File: config.mk
export PLATFORM = sky130hd
export DESIGN_NAME = prio_seq_enc
export DESIGN_NICKNAME = d
export VERILOG_FILES = /design/src/rtl/prio_seq_enc_pkg.sv /design/src/rtl/prio_seq_enc_pick.sv /design/src/rtl/prio_seq_enc.sv
export SDC_FILE = /design/constraint.sdc
export NUM_CORES = 1
export LEC_CHECK = 0
export BUFFER_PORTS_ARGS = -buffer_cell sky130_fd_sc_hd__buf_2
export CORE_MARGIN = 8
export CORE_UTILIZATION = 60
export CTS_BUF_LIST = sky130_fd_sc_hd__clkbuf_8
export DETAILED_ROUTE_END_ITERATION = 8
export GPL_ROUTABILITY_DRIVEN = 0
export HOLD_SLACK_MARGIN = 0.03
export PLACE_DENSITY = 0.9
export SYNTH_ARGS = -nofsm -noshare
export SYNTH_HDL_FRONTEND = slang
export SYNTH_SLANG_ARGS = --single-unit
File: constraint.sdc
create_clock -name clk -period 4.4 [get_ports clk]
set_input_delay 0.88 -clock clk [delete_from_list [all_inputs] [get_ports clk]]
set_output_delay 0.88 -clock clk [all_outputs]
set_load 0.005 [all_outputs]
File: src/rtl/prio_seq_enc_pkg.sv
// Shared types, mode constants and the rotated find-first-set helper for the
// sequential priority encoder and later arbiters.
package prio_seq_pkg;

  // Largest request width the rotated search supports.
  localparam int MAX_N = 256;

  localparam logic MODE_FIXED = 1'b0;
  localparam logic MODE_RR    = 1'b1;

  typedef enum logic {
    IDLE = 1'b0,
    BUSY = 1'b1
  } state_t;

  // First set bit of vec[n-1:0] scanning upward from start and wrapping n-1 -> 0.
  // Returns -1 when no bit is set. start must be below n.
  function automatic int rot_ffs(input logic [MAX_N-1:0] vec, input int n, input int start);
    int r;
    int j;
    r = -1;
    for (int k = MAX_N - 1; k >= 0; k--) begin
      j = start + k;
      if (j >= n) j = j - n;
      if ((k < n) && (j >= 0) && (j < MAX_N) && vec[j]) r = j;
    end
    return r;
  endfunction

endpackage

File: src/rtl/prio_seq_enc_pick.sv
// Combinational selector: highest set index (fixed) or first set index at or
// above a rotating start (round-robin), plus a flag for a single remaining bit.
module prio_pick
  import prio_seq_pkg::*;
#(
  parameter int N = 8,
  parameter int W = $clog2(N)
) (
  input  logic [N-1:0] vec,
  input  logic [W-1:0] start,
  input  logic         mode,
  output logic [W-1:0] idx,
  output logic         found,
  output logic         onehot_last
);

  logic [MAX_N-1:0] vec_ext;
  logic [W-1:0]     hi_idx;

  // Select the index to serve and classify the remaining request set.
  always_comb begin
    vec_ext          = '0;
    vec_ext[N-1:0]   = vec;
    hi_idx           = '0;
    for (int i = 0; i < N; i++) begin
      if (vec[i]) hi_idx = W'(i);
    end
    found       = |vec;
    onehot_last = found && ((vec & (vec - 1'b1)) == '0);
    if (mode == MODE_RR) idx = W'(rot_ffs(vec_ext, N, int'(start)));
    else                 idx = hi_idx;
  end

endmodule

File: src/rtl/prio_seq_enc.sv
// Sequential priority encoder: accepts a request vector, then emits one set-bit
// index per output handshake in fixed or round-robin order until all are served.
module prio_seq_enc
  import prio_seq_pkg::*;
#(
  parameter int N = 8,
  localparam int W = $clog2(N)
) (
  input  logic         clk,
  input  logic         rst,
  input  logic         en,
  input  logic         mode_rr,
  input  logic         in_valid,
  input  logic [N-1:0] in_req,
  output logic         in_ready,
  output logic         out_valid,
  output logic [W-1:0] out_idx,
  output logic         out_last,
  input  logic         out_ready
);

  state_t       state;
  logic [N-1:0] pending;
  logic [W-1:0] ptr;
  logic         mode_q;

  logic [W-1:0] pick_idx;
  logic         pick_found;
  logic         pick_last;
  logic         busy_out;
  logic         hs;
  logic [N-1:0] served_mask;
  logic [W-1:0] ptr_next;

  prio_pick #(.N(N), .W(W)) u_pick (
    .vec         (pending),
    .start       (ptr),
    .mode        (mode_q),
    .idx         (pick_idx),
    .found       (pick_found),
    .onehot_last (pick_last)
  );

  // Outputs come straight from registered state; reset forces them quiet in its own cycle.
  assign busy_out    = (state == BUSY) && !rst && pick_found;
  assign in_ready    = (state == IDLE) && en && !rst;
  assign out_valid   = busy_out;
  assign out_idx     = busy_out ? pick_idx : '0;
  assign out_last    = busy_out && pick_last;
  assign hs          = out_valid && out_ready;
  assign served_mask = {{(N-1){1'b0}}, 1'b1} << pick_idx;
  assign ptr_next    = (pick_idx == W'(N - 1)) ? '0 : pick_idx + 1'b1;

  // Accept vectors in IDLE, retire one index per handshake in BUSY.
  always_ff @(posedge clk) begin
    if (rst) begin
      state   <= IDLE;
      pending <= '0;
      ptr     <= '0;
      mode_q  <= MODE_FIXED;
    end else begin
      case (state)
        IDLE: begin
          if (in_valid && in_ready && (in_req != '0)) begin
            pending <= in_req;
            mode_q  <= mode_rr;
            state   <= BUSY;
          end
        end
        BUSY: begin
          if (hs) begin
            pending <= pending & ~served_mask;
            if (mode_q == MODE_RR) ptr <= ptr_next;
            if (pick_last) state <= IDLE;
          end
        end
        default: state <= IDLE;
      endcase
    end
  end

endmodule

==> results.md <==
* Initial antenna violation count at 0
* DP HPWL at 3.36 mm
* Cells after synthesis at approximately 210
* Number of flops mapped to enable cells by yosys at 0
* Dpl ws at 646 ps
* Ranking of synthesized cells by area: dfxtp_1 (15%), ha_1 (11%), mux4_2 (10%)
* Std-Cell Rows at 19
* Setup WS post-layout at 373 ps
* Result of the run: finished, final reports clean
* Largest net degree at the start of global routing at 18
* Critical R2R Launch: ptr[1]$_SDFFE_PP0P_
* CTS resizes at 0
* Routed len/inst at between 15 and 20 um
* YS warnings at 0
* Post-synth top area share at between 10% and 20%
* Total track usage at between 10% and 20%
* TritonRoute pass-1 iters at 4
* Core region area at 2780 um^2
* Post-Syn Nets at roughly 230
* Clock root buffer master: clkbuf_8
* Max VDD drop at around 0.28 mV
* Slew @ Worst Pin at between 700 and 800 ps
* Most frequent cells in the layout: buf_2 (19), nand2_1 (15), ha_1 (15), nor2_1 (14)
* Pwr Density at 221 nW/um^2
* I/O pin count at 20
* Hold depth at 2
* CTS tree: built
* First-pass GRT wire length at 8.21 mm
* Required time of the critical path at 3520 ps
* RSZ-0062 raised after global routing: no
* Die H at 70.6 um
* Largest area contributor in the netlist: dfxtp_1
* Hold WC Path Type: reg -> reg
* Slew HR at 48.7%
* Die Area at 4980 um^2
* Post-Synthesis Cell Area at ~1800 um^2
* Crit share post-route at 91.5%
* CTS Hold Buffers Added at 0
* Startpoint Class: register
* P_leak at 0.715 nW
* FF-to-FF setup slack at 740 ps
* Number of buffers added on ports at 19
* Tmin final at roughly 4000 ps
* Non-filler instance count after layout at around 250
* Fmax at 248 MHz
* Global route total overflow at 0
* Post-CTS Setup Bufs at 0
* Final #Nets at ~250
* Mean area per synthesized cell at just under 9 um^2
* DR vias at approximately 1700
* Most common flop cell mapped by yosys: dfxtp_1
* Max-cap violations at 0
* Hold EP: ptr[2]$_SDFFE_PP0P_
* Yosys reg bits at 13
* Ratio of cells with drive above 1 in the final layout at 21.2%
* Total CTS buffers at 3
* Setup-failing EPs final at 0
* CP Max Fanout at 8
* Htree depth at 1
* Clock Skews at approximately 4.5 ps
* Antenna cells at 0
* Worst reg2reg endpoint: pending[2]$_SDFFE_PP0P_
* Chip Width at 70.6 um
* Worst setup EP type: output pin
* Final Hold Vio Count at 0
* Clock-pin slew on the worst setup and hold paths at around 60 ps
* Worst path arrival time at around 3200 ps
* Area growth, synth to finish at 5.96%
* Placed insts at 244
* CP startpoint: ptr[1]$_SDFFE_PP0P_
* Max Slew Vio Count at 0
* Hold_sp: ptr[2]$_SDFFE_PP0P_
* CTS Buffer Depth at 2
* DRT antenna net count at 0
* DRT Wirelength at 4.71 mm
* Vias per cell at 6.88
* Clk sinks at 13
* DR iter-0 viols at between 150 and 200
* Critical path type: reg -> out
* Skew-Pair Late Insertion Delay at ~250 ps
* Setup TNS at 0 ps
* DRC at 0
* Cell variety after synth at 59
* Async S/R FF share, synth at 0%
* Commonest non-fill, non-tap cell in the layout: buf_2
* Initial Util at around 64%
* Register area share after synthesis at 14.6%
* Vias in the first global route at 1762
* Path depth of the worst reg2reg path at 12
[kinds of logic (layout without fill, tap and decap cells)]
logic type	Yosys count	after routing	share of synthesized area, %
buffers and inverters	28	40	8.55
adders and majority gates	16	16	11.1
DFF	13	13	14.6
and+or+nand+nor	67	67	19.8
xor gates and xnor gates	3	3	1.47
muxes	19	19	17.7
AOI/OAI and AO/OA	59	59	26.8
[flip-flops by register name, indices dropped and copies added, names as in the netlist]
register,flops
mode_q,1
pending,8
ptr,3
state,1
[worst max-delay path, cell delays in order (launching register included)]
cell and delay [ps]:
dfxtp_1 320, inv_1 100, ha_1 510, mux4_2 600, mux2i_1 350, o311ai_0 270, a31oi_1 280, o211ai_1 210
nor2_1 140, buf_2 120
[cells in the mapped netlist, drive strengths merged (4+ instances only)]
cell type,n
dfxtp,13
nor3,5
a21oi,10
inv,13
mux2i,5
ha,15
nor2,14
o211ai,6
and2,4
nand2,15
clkbuf,4
buf,11
a31oi,4
mux4,9
nor4,7
mux2,5
a221oi,5
a32o,6
[power by group]
part	internal, mW	switching (mW)
clock network	0.0628	0.0496
logic	0.0725	0.0851
registers	0.125	0.0232
[per-layer routing]
metal / global-route usage (%) / wire length (um) / share of wire [%] / vias up
met2: 32.7 / 2270 / 48 / 96
met3: 2.37 / 400 / 8.5 / 10
li1: - / - / - / 809
met1: 23.6 / 1950 / 41 / 792
met5: 0 / 0 / 0 / -
met4: 10.1 / 82 / 1.7 / 0
[per-stage QoR]
step	area (um^2)	util, %	hold slack, ps	total power, mW
floorplan	1790	-	543	0.268
global placement	1850	66.4	594	0.297
detailed placement	1850	66.4	600	0.302
CTS	1890	68.0	608	0.415
global route	1890	68.0	653	0.442
finish	1890	68.0	616	0.418
[how the worst max path moves through the flow]
stage,slack (ps),to
after floorplan,530,out_idx[0]
after global placement,720,out_idx[0]
after detailed placement,650,out_idx[0]
after CTS,360,out_idx[0]
after global routing,100,out_idx[0]
final,370,out_idx[0]
[cell type report]
| class | count | area, um^2 |
|---|---|---|
| clock buffers | 3 | 41.3 |
| clock inverters | 1 | 5.00 |
| fillers | 235 | 890 |
| inverters | 13 | 48.8 |
| multi-input cells | 164 | 1370 |
| flip-flops and latches | 13 | 260 |
| well taps | 31 | 38.8 |
| repair buffers | 23 | 125 |
Note: power is estimated with default switching activity, not from simulation.
